File: src/rtl/lane_byte_packer.sv
// rtl/lane_byte_packer.sv - four-lane byte deskew FIFOs packed into a 32-bit valid/ready word
// Optional LANE_PACKER_STATS_EN adds word_count and drop_count outputs.
module lane_byte_packer #(
    parameter int DEPTH  = 4,
    parameter int ADDR_W = 2
) (
    input  logic        clk,
    input  logic        reset,
    input  logic [7:0]  in0,
    input  logic [7:0]  in1,
    input  logic [7:0]  in2,
    input  logic [7:0]  in3,
    input  logic        valid0,
    input  logic        valid1,
    input  logic        valid2,
    input  logic        valid3,
    input  logic        out_ready,
    output logic [31:0] data_out,
    output logic        valid_out,
`ifdef LANE_PACKER_STATS_EN
    output logic [15:0] word_count,
    output logic [7:0]  drop_count,
`endif
    output logic        overflow
);

    localparam int LANES = 4;

    logic [7:0]      lane_in    [LANES];
    logic [LANES-1:0] lane_valid;
    logic [7:0]      mem        [LANES][DEPTH];
    logic [ADDR_W:0] wr_ptr     [LANES];
    logic [ADDR_W:0] rd_ptr     [LANES];
    logic [7:0]      head       [LANES];
    logic [LANES-1:0] empty;
    logic [LANES-1:0] full;
    logic [LANES-1:0] push;
    logic [LANES-1:0] drop;
    logic            pop;

    assign lane_in[0] = in0;
    assign lane_in[1] = in1;
    assign lane_in[2] = in2;
    assign lane_in[3] = in3;
    assign lane_valid = {valid3, valid2, valid1, valid0};

    always_comb begin
        for (int i = 0; i < LANES; i++) begin
            empty[i] = (wr_ptr[i] == rd_ptr[i]);
            full[i]  = (wr_ptr[i][ADDR_W] != rd_ptr[i][ADDR_W]) &&
                       (wr_ptr[i][ADDR_W-1:0] == rd_ptr[i][ADDR_W-1:0]);
            head[i]  = mem[i][rd_ptr[i][ADDR_W-1:0]];
        end
    end

    assign pop = (empty == '0) && (!valid_out || out_ready);

    // A full lane that pops this cycle frees the slot the push lands in.
    always_comb begin
        for (int i = 0; i < LANES; i++) begin
            push[i] = lane_valid[i] && (!full[i] || pop);
            drop[i] = lane_valid[i] && full[i] && !pop;
        end
    end

    always_ff @(posedge clk) begin
        for (int i = 0; i < LANES; i++) begin
            if (!reset && push[i]) begin
                mem[i][wr_ptr[i][ADDR_W-1:0]] <= lane_in[i];
            end
        end
    end

    always_ff @(posedge clk) begin
        if (reset) begin
            for (int i = 0; i < LANES; i++) begin
                wr_ptr[i] <= '0;
                rd_ptr[i] <= '0;
            end
            data_out  <= 32'h0;
            valid_out <= 1'b0;
            overflow  <= 1'b0;
        end else begin
            for (int i = 0; i < LANES; i++) begin
                if (push[i]) begin
                    wr_ptr[i] <= wr_ptr[i] + (ADDR_W+1)'(1);
                end
                if (pop) begin
                    rd_ptr[i] <= rd_ptr[i] + (ADDR_W+1)'(1);
                end
            end
            if (pop) begin
                data_out  <= {head[3], head[2], head[1], head[0]};
                valid_out <= 1'b1;
            end else if (valid_out && out_ready) begin
                valid_out <= 1'b0;
            end
            if (drop != '0) begin
                overflow <= 1'b1;
            end
        end
    end

`ifdef LANE_PACKER_STATS_EN
    logic [2:0] drop_sum;
    logic [8:0] drop_total;

    always_comb begin
        drop_sum = '0;
        for (int i = 0; i < LANES; i++) begin
            drop_sum = drop_sum + {2'b00, drop[i]};
        end
        drop_total = {1'b0, drop_count} + {6'b0, drop_sum};
    end

    always_ff @(posedge clk) begin
        if (reset) begin
            word_count <= 16'h0;
            drop_count <= 8'h0;
        end else begin
            if (pop) begin
                word_count <= word_count + 16'h1;
            end
            drop_count <= drop_total[8] ? 8'hFF : drop_total[7:0];
        end
    end
`endif

endmodule
File: config.mk
export PLATFORM = sky130hd
export DESIGN_NAME = lane_byte_packer
export DESIGN_NICKNAME = d
export VERILOG_FILES = /design/src/rtl/lane_byte_packer.sv
export SDC_FILE = /design/constraint.sdc
export NUM_CORES = 1
export LEC_CHECK = 0
export ABC_CLOCK_PERIOD_IN_PS = 2000
export CORE_MARGIN = 8
export CORE_UTILIZATION = 35
export DETAILED_ROUTE_END_ITERATION = 10
export GPL_TIMING_DRIVEN = 1
export PLACE_DENSITY = 0.52
export SLEW_MARGIN = 25
export SYNTH_ARGS = -nofsm -noshare
export SYNTH_HDL_FRONTEND = slang
export SYNTH_SLANG_ARGS = --single-unit
File: constraint.sdc
create_clock -name clk -period 2 [get_ports clk]
set_input_delay 0.6 -clock clk [delete_from_list [all_inputs] [get_ports clk]]
set_output_delay 0.6 -clock clk [all_outputs]
set_load 0.02 [all_outputs]
# Word-level counts from Yosys, hierarchy flattened

Memory sizes are Yosys's and may differ from the RTL's.
Cells that the tools add are included.

Reductions and logical operators: 41
Bitwise gates (word level): 16
$add $sub $neg: 8
Muxes and demuxes: 55
$lt $le $gt $ge: 12
Eq/ne operators: 12

Operator list:

| kind                                                      | count |
|---|---|
| 2-to-1 mux 32 bit                                         | 4 |
| 2-to-1 mux 8 bit                                          | 12 |
| binary-select mux 8 bit (select 2 bit)                    | 4 |
| demux 8 bit (select 2 bit)                                | 4 |
| logical AND 1 bit                                         | 26 |
| adder 3 x 1 -> 3 bit (second input constant)              | 8 |
| greater-or-equal comparator 3 bit (second input constant) | 8 |
| 2-to-1 mux 3 bit                                          | 8 |
| NOT 2 -> 3 bit                                            | 8 |
| 2-to-1 mux 1 bit                                          | 23 |
| == test 3 bit                                             | 4 |
| < comparator 3 x 1 -> 1 bit (second input constant)       | 4 |
| == test 2 bit                                             | 4 |
| bitwise OR 1 bit                                          | 8 |
| zero test 1 bit                                           | 7 |
| logical OR 1 bit                                          | 5 |
| zero test 4 bit                                           | 1 |
| != test 1 bit                                             | 4 |
| nonzero test 4 bit                                        | 1 |
| nonzero test 2 bit                                        | 1 |

Word-level logic and storage cells: 150
Bits of input ports: 39
Memories kept: 3
Memory bits (writable): 152
Register bits: 34
Output and inout port bits: 34

Memories:

| memory | depth | bits a word | rd ports | clocked after Yosys merged registers in | wr ports | RTL line | RTL |
|---|---|---|---|---|---|---|---|
| mem    | 4     | 32          | 4        | 0                                       | 4        | 31       | `logic [7:0] mem [LANES][DEPTH];` |
| rd_ptr | 4     | 3           | 4        | 0                                       | 4        | 33       | `logic [ADDR_W:0] rd_ptr [LANES];` |
| wr_ptr | 4     | 3           | 4        | 0                                       | 4        | 32       | `logic [ADDR_W:0] wr_ptr [LANES];` |

# Depth between registers and ports, before layout

Gate-level depths: netlist of run 1.

Word-level depth: 9
Gate-level depth with buffers: 6

# Least setup slack after synthesis of run 1

No wires, ideal clock.

Kind: register -> register
Start point: memory rd_ptr[1][1] in the netlist's numbering
End point: memory mem[0][0] in the netlist's numbering, enable pin
Data required time: 1.625 ns
Stages on the path, launching flop included: 7
Path buffers: 2
Setup slack: -0.163 ns
Arrival: 1.788 ns
Clock period less this slack: 2.163 ns
Path through: edfxtp_1 buf_4 xnor2_2 a31oi_1 nand4_1 buf_2 a21oi_1

RTL lines:

| element            | RTL line |
|---|---|
| start: declaration | 33 |
| end: declaration   | 31 |

==> flow_summary.ini, run 1 <==
[final_layout]
drive_gt1_share_pct = 29.0
area_growth_pct = 26.6
multi_input_area_sq_um = 2280
n_antenna_cell = 0
instances_no_fill = 891
fillCellCount = 1935
final_nets = 657
seq_area_sq_um = 5250

[power]
leakagePower_nw = 3.76
power_mw = 14.3
vdd_drop_max_v = 0.000748
power.density_nw_per_um2 = 1440

[flow_run]
cap_violations = 0

[detailed_routing]
ant_nets = 0
via_per_inst = 4.66
drtIter0Drc = 182
dr.pass1.iters = 4
wirelength_mm = 14.8
drc_errors = 0
avgRoutedWirePerCell_microns = 16.6
vias = 4151

[worst_setup_path]
arrival_ns = 2.12
required_ns = 2.15
crit_type = reg2reg
cp_max_fo = 8
cp-start-kind = flop
crit_path_frequent_cell = buf_6
setup.worst_path.end_class = flop
cpPeakStageDelay_ns = 0.45
worstPathCellList = xnor2_2, a31oi_2, nand4_1, buf_6, buf_4, a21oi_2, buf_6
rr_worst_depth = 7
cpMaxStageDelayCell = edfxtp_1

[place]
dp_cells = 845
dpl.hpwl_mm = 10.6
gp_congestion = 0.736
portBuffers = 72
pre_cts_slack_ns = -0.463

[yosys]
yosys_warnings = 0
ys_seq_area_share_pct = 67.2
synth_seq_cells = 186
syn_nets = 519
avgSynthCellArea_sq_um = 17.0
syn_inst = 460
synth_area_sq_um = 7800
yosysUniqueCellTypes = 31

[clock_network]
root_buffer = clkbuf_16
htreeDepth = 4
cts_tree = yes
cts_buffers = 17
cts.clk_slew.worst_paths_ns = 0.07
cts_max_path_buffers = 2
cts_sinks = 186
clk_latency_ns = 0.43

[grt]
met3_usage_pct = 3.05
grt_pass1_vias = 4302
grt_first_pass_wirelength_mm = 23.6
grt_overflow = 0
use_met1_pct = 15.5
grt_max_degree = 34
grt_most_used_layer = met2
antenna_found_initial = 0
grtUsageMet2_pct = 17.1
track_usage_pct = 11.3

[timing]
timing.final.ws_setup_ns = 0.0256
min_period_ns = 1.97
worst_pin_slew_ns = 0.443
slew_headroom_pct = 70.5
finalCritPeriodShare_pct = 98.7
skew_ns = 0.00866
finalHoldViolCount = 0
fmax_ghz = 0.506
drv_slew = 0
rsz0062_at_grt = true
setup_viol = 0

[die]
initial_utilization_pct = 35.8
dieHeight_microns = 165
core_area_sq_um = 21800
die_x_microns = 165
num_rows = 54
dieArea_sq_um = 27300
ioPinCount = 73

[worst_hold_path]
holdPathStages = 1
hold_path.class = reg2reg

[outcome]
status = finished, final reports clean
==> logic make-up after synthesis <==
kind of cell	share of synthesized area (%)
AO/OA/AOI/OAI	9.09
buffers and inverters	4.62
AND/OR/NAND/NOR	3.90
multiplexers	9.53
flip-flops	67.2
XOR/XNOR	2.44
adder cells (fa/ha/maj)	3.21
==> state kept, by name (all words and copies together), names as in the netlist <==
register,count
valid_out,1
data_out,32
mem,128
rd_ptr,12
overflow,1
wr_ptr,12
==> cell usage after synthesis <==
cell	n	share of area, %
xor2_1	4	0.45
mux4_1	6	2.0
buf_6	11	1.6
buf_2	9	0.58
and3b_1	4	0.45
nand2_1	28	1.3
clkbuf_1	1	0.048
mux4_2	26	7.5
a311oi_1	1	0.11
a41oi_2	1	0.21
nand3_2	3	0.38
a31oi_1	5	0.40
edfxtp_1	152	58
o311a_1	1	0.13
nand4_1	2	0.16
nand3_1	1	0.064
buf_4	2	0.19
xnor2_2	2	0.42
ha_1	20	3.2
a41oi_1	1	0.11
inv_1	46	2.2
a311oi_2	1	0.19
nand4_4	1	0.27
xnor2_1	14	1.6
nor2b_1	5	0.40
nor2_1	17	0.82
dfxtp_1	34	8.7
o2bb2ai_2	29	5.6
o2bb2ai_1	3	0.34
a22o_1	2	0.22
a21oi_1	28	1.8
==> timing repair <==
item,in CTS,in global routing
setup endpoints to repair,53,141
hold buffers,0,0
pin swaps,0,4
buffers inserted,1,13
resized for setup,36,19
==> cells in the final DEF (no fill, tap or decap), types with 6 or more instances in the layout <==
cell type        netlist  layout
a21oi_1               28      24
xnor2_1               14      12
mux4_2                26      26
buf_4                  2      63
edfxtp_1             152     152
clkdlybuf4s50_1        0      37
dlygate4sd2_1          0      33
nor2_1                17      17
dfxtp_1               34      34
inv_8                  0       6
o2bb2ai_2             29      29
ha_1                  20      20
inv_1                 46      46
clkbuf_16              0      17
nand2_1               28      28
mux4_1                 6       6
==> final cells by class <==
type	instances	area share, %
Inverter	46	1.75
Timing Repair Buffer	142	12.7
Clock buffer	17	4.31
Multi-Input combinational cell	205	23.1
Clock inverter	15	1.51
Sequential cell	186	53.1
Tap cell	280	3.55
==> worst max-delay path: cells and delay by family, from the launching register on <==
kind | cells | cell delay (ns)
compound gates | 2 | 0.38
simple gates | 1 | 0.20
flops | 1 | 0.45
buf+inv | 3 | 0.48
xor+xnor | 1 | 0.18
==> per-layer routing <==
layer,vias up,part of all wire [%]
met1,2044,49
met5,-,0
met2,73,46
met4,0,1.2
met3,12,4.7
li1,2022,-
==> stage by stage <==
| step | setup TNS [ns] | instance area, sq um | utilization, % | hold WS (ns) |
|---|---|---|---|---|
| floorplan | -20.86 | 7800 | - | 0.542 |
| global placement | -56.04 | 9130 | 41.8 | 0.452 |
| detailed placement | -71.39 | 9130 | 41.8 | 0.457 |
| CTS | 0 | 9690 | 44.4 | 0.471 |
| global route | -4.29 | 9880 | 45.3 | 0.475 |
| finish | 0 | 9880 | 45.3 | 0.461 |
==> report_power, final <==
group,internal (mW),switching [mW],total [mW]
logic,2.65,3.05,5.69
clock network,1.67,1.55,3.22
registers,4.96,0.370,5.33
==> worst paths after layout <==
| path | end | slack (ns) | startpoint |
|---|---|---|---|
| hold reg to reg | data_out[6] | 0.46 | data_out[6] |
| hold / removal | data_out[6] | 0.46 | data_out[6] |
| setup reg to reg | mem[1][18] | 0.03 | rd_ptr[1][0] |
| setup / recovery | mem[1][18] | 0.03 | rd_ptr[1][0] |
Note: power is estimated with default switching activity, not from simulation.
==> run 2: changes to the inputs <==
--- a/config.mk
+++ b/config.mk
@@ -7,10 +7,11 @@
 export LEC_CHECK = 0
 export ABC_CLOCK_PERIOD_IN_PS = 2000
 export CORE_MARGIN = 8
-export CORE_UTILIZATION = 35
+export CORE_UTILIZATION = 52
 export DETAILED_ROUTE_END_ITERATION = 10
 export GPL_TIMING_DRIVEN = 1
-export PLACE_DENSITY = 0.52
+export PLACE_DENSITY = 0.73
+export REMOVE_ABC_BUFFERS = 1
 export SLEW_MARGIN = 25
 export SYNTH_ARGS = -nofsm -noshare
 export SYNTH_HDL_FRONTEND = slang
==> flow_summary.ini, run 2 (same netlist as run 1, synthesis figures left out) <==
[outcome]
status = finished, final reports clean

[detailed_routing]
drtIter0Drc = 338
via_per_inst = 5.38
dr.pass1.iters = 4
drc_errors = 0
wirelength_mm = 14.1
avgRoutedWirePerCell_microns = 18.0
ant_nets = 0
vias = 4216

[timing]
finalHoldViolCount = 0
skew_ns = 0.00803
slew_headroom_pct = 75.1
min_period_ns = 1.94
worst_pin_slew_ns = 0.374
finalCritPeriodShare_pct = 96.9
fmax_ghz = 0.516
timing.final.ws_setup_ns = 0.0610
setup_viol = 0
drv_slew = 0
rsz0062_at_grt = false

[die]
initial_utilization_pct = 53.5
core_area_sq_um = 14600
num_rows = 44
dieArea_sq_um = 19200
ioPinCount = 73
die_x_microns = 138
dieHeight_microns = 138

[worst_setup_path]
cp_max_fo = 26
required_ns = 2.09
crit_type = in2reg
r2r_start = wr_ptr[0][3]
rr_worst_depth = 5
r2r_slack_ns = 0.12
arrival_ns = 2.03
timing.rr.end = wr_ptr[0][7]
setup.worst_path.end_class = flop
cp-start-kind = input port

[final_layout]
final_nets = 645
area_growth_pct = 23.2
n_antenna_cell = 0
design_area_sq_um = 9620
final_common_cell = edfxtp_1
final_core_utilization_pct = 65.9
final_cell_mix = edfxtp_1 (152), buf_4 (55), inv_1 (46), clkdlybuf4s50_1 (38), dfxtp_1 (34)
drive_gt1_share_pct = 25.2
largest_reg_flops = 128

[power]
power.density_nw_per_um2 = 1460
leakagePower_nw = 3.71
vdd_drop_max_v = 0.000916

[clock_network]
cts_buffers = 17
root_buffer = clkbuf_16
cts.clk_slew.worst_paths_ns = 0.06
htreeDepth = 4
cts_tree = yes
cts_sinks = 186
clk_latency_ns = 0.43
cts_max_path_buffers = 2

[grt]
grt_first_pass_wirelength_mm = 23.5
antenna_found_initial = 0
grt_overflow = 0
grt_max_degree = 27
grt_pass1_vias = 4504
track_usage_pct = 15.6

[worst_hold_path]
holdPathStages = 1
hp-start = data_out[3]
hold_path.class = reg2reg
holdPathEnd = data_out[3]

[place]
gp_congestion = 0.781
pre_cts_slack_ns = -0.374
dpl.hpwl_mm = 9.97
place_area_sq_um = 9040
portBuffers = 72

[flow_run]
cap_violations = 0
run 2: cell type report:
cell class                      instances  area [sq um]
Tap cell                              184           230
Fill cell                            1036          4970
Clock inverter                         13           154
Timing Repair Buffer                  130          1160
Clock buffer                           19           433
Sequential cell                       186          5250
Inverter                               46           173
Multi-Input combinational cell        205          2220
run 2: stage by stage:
stage | instances | power (mW) | hold WS [ns] | TNS [ns]
finish | 783 | 14.0 | 0.463 | 0
global route | 783 | 14.8 | 0.476 | 0
CTS | 782 | 14.2 | 0.468 | 0
detailed placement | 750 | 10.9 | 0.453 | -59.22
global placement | 750 | 10.7 | 0.444 | -53.50
floorplan | 437 | 8.52 | 0.542 | -163.70
run 2: worst max path at each step:
stage / startpoint / endpoint
after floorplan: rd_ptr[3][0] / rd_ptr[0][0]
after global placement: out_ready / mem[1][14]
after detailed placement: out_ready / wr_ptr[0][6]
after CTS: valid_out / valid_out
after global routing: out_ready / wr_ptr[0][7]
final: out_ready / wr_ptr[0][7]
run 2: critical path: stages:
cell and delay, ns:
clkdlybuf4s50_1 0.46, nor2b_1 0.06, a31oi_1 0.19, nand4_1 0.18, buf_12 0.20, a31oi_1 0.33
run 2: power breakdown:
part           switching, mW  leakage [nW]  internal (mW)
combinational           2.95          1.72           2.42
sequential             0.354          1.70           4.97
clock                   1.35         0.282           1.96
run 2: timing repair:
| item | CTS | global route |
|---|---|---|
| hold buffers | 0 | 0 |
| cloned | 0 | 0 |
| gates resized for setup | 31 | 5 |
| setup buffers | 0 | 1 |
| setup endpoints to repair | 31 | 32 |
run 2: layer usage:
| layer | GRT usage [%] | up-vias | share of wire [%] |
|---|---|---|---|
| li1 | - | 1990 | - |
| met1 | 19.2 | 2122 | 43 |
| met2 | 25.4 | 84 | 50 |
| met3 | 4.55 | 20 | 4.9 |
| met4 | 5.95 | 0 | 1.6 |
| met5 | 0 | - | 0 |
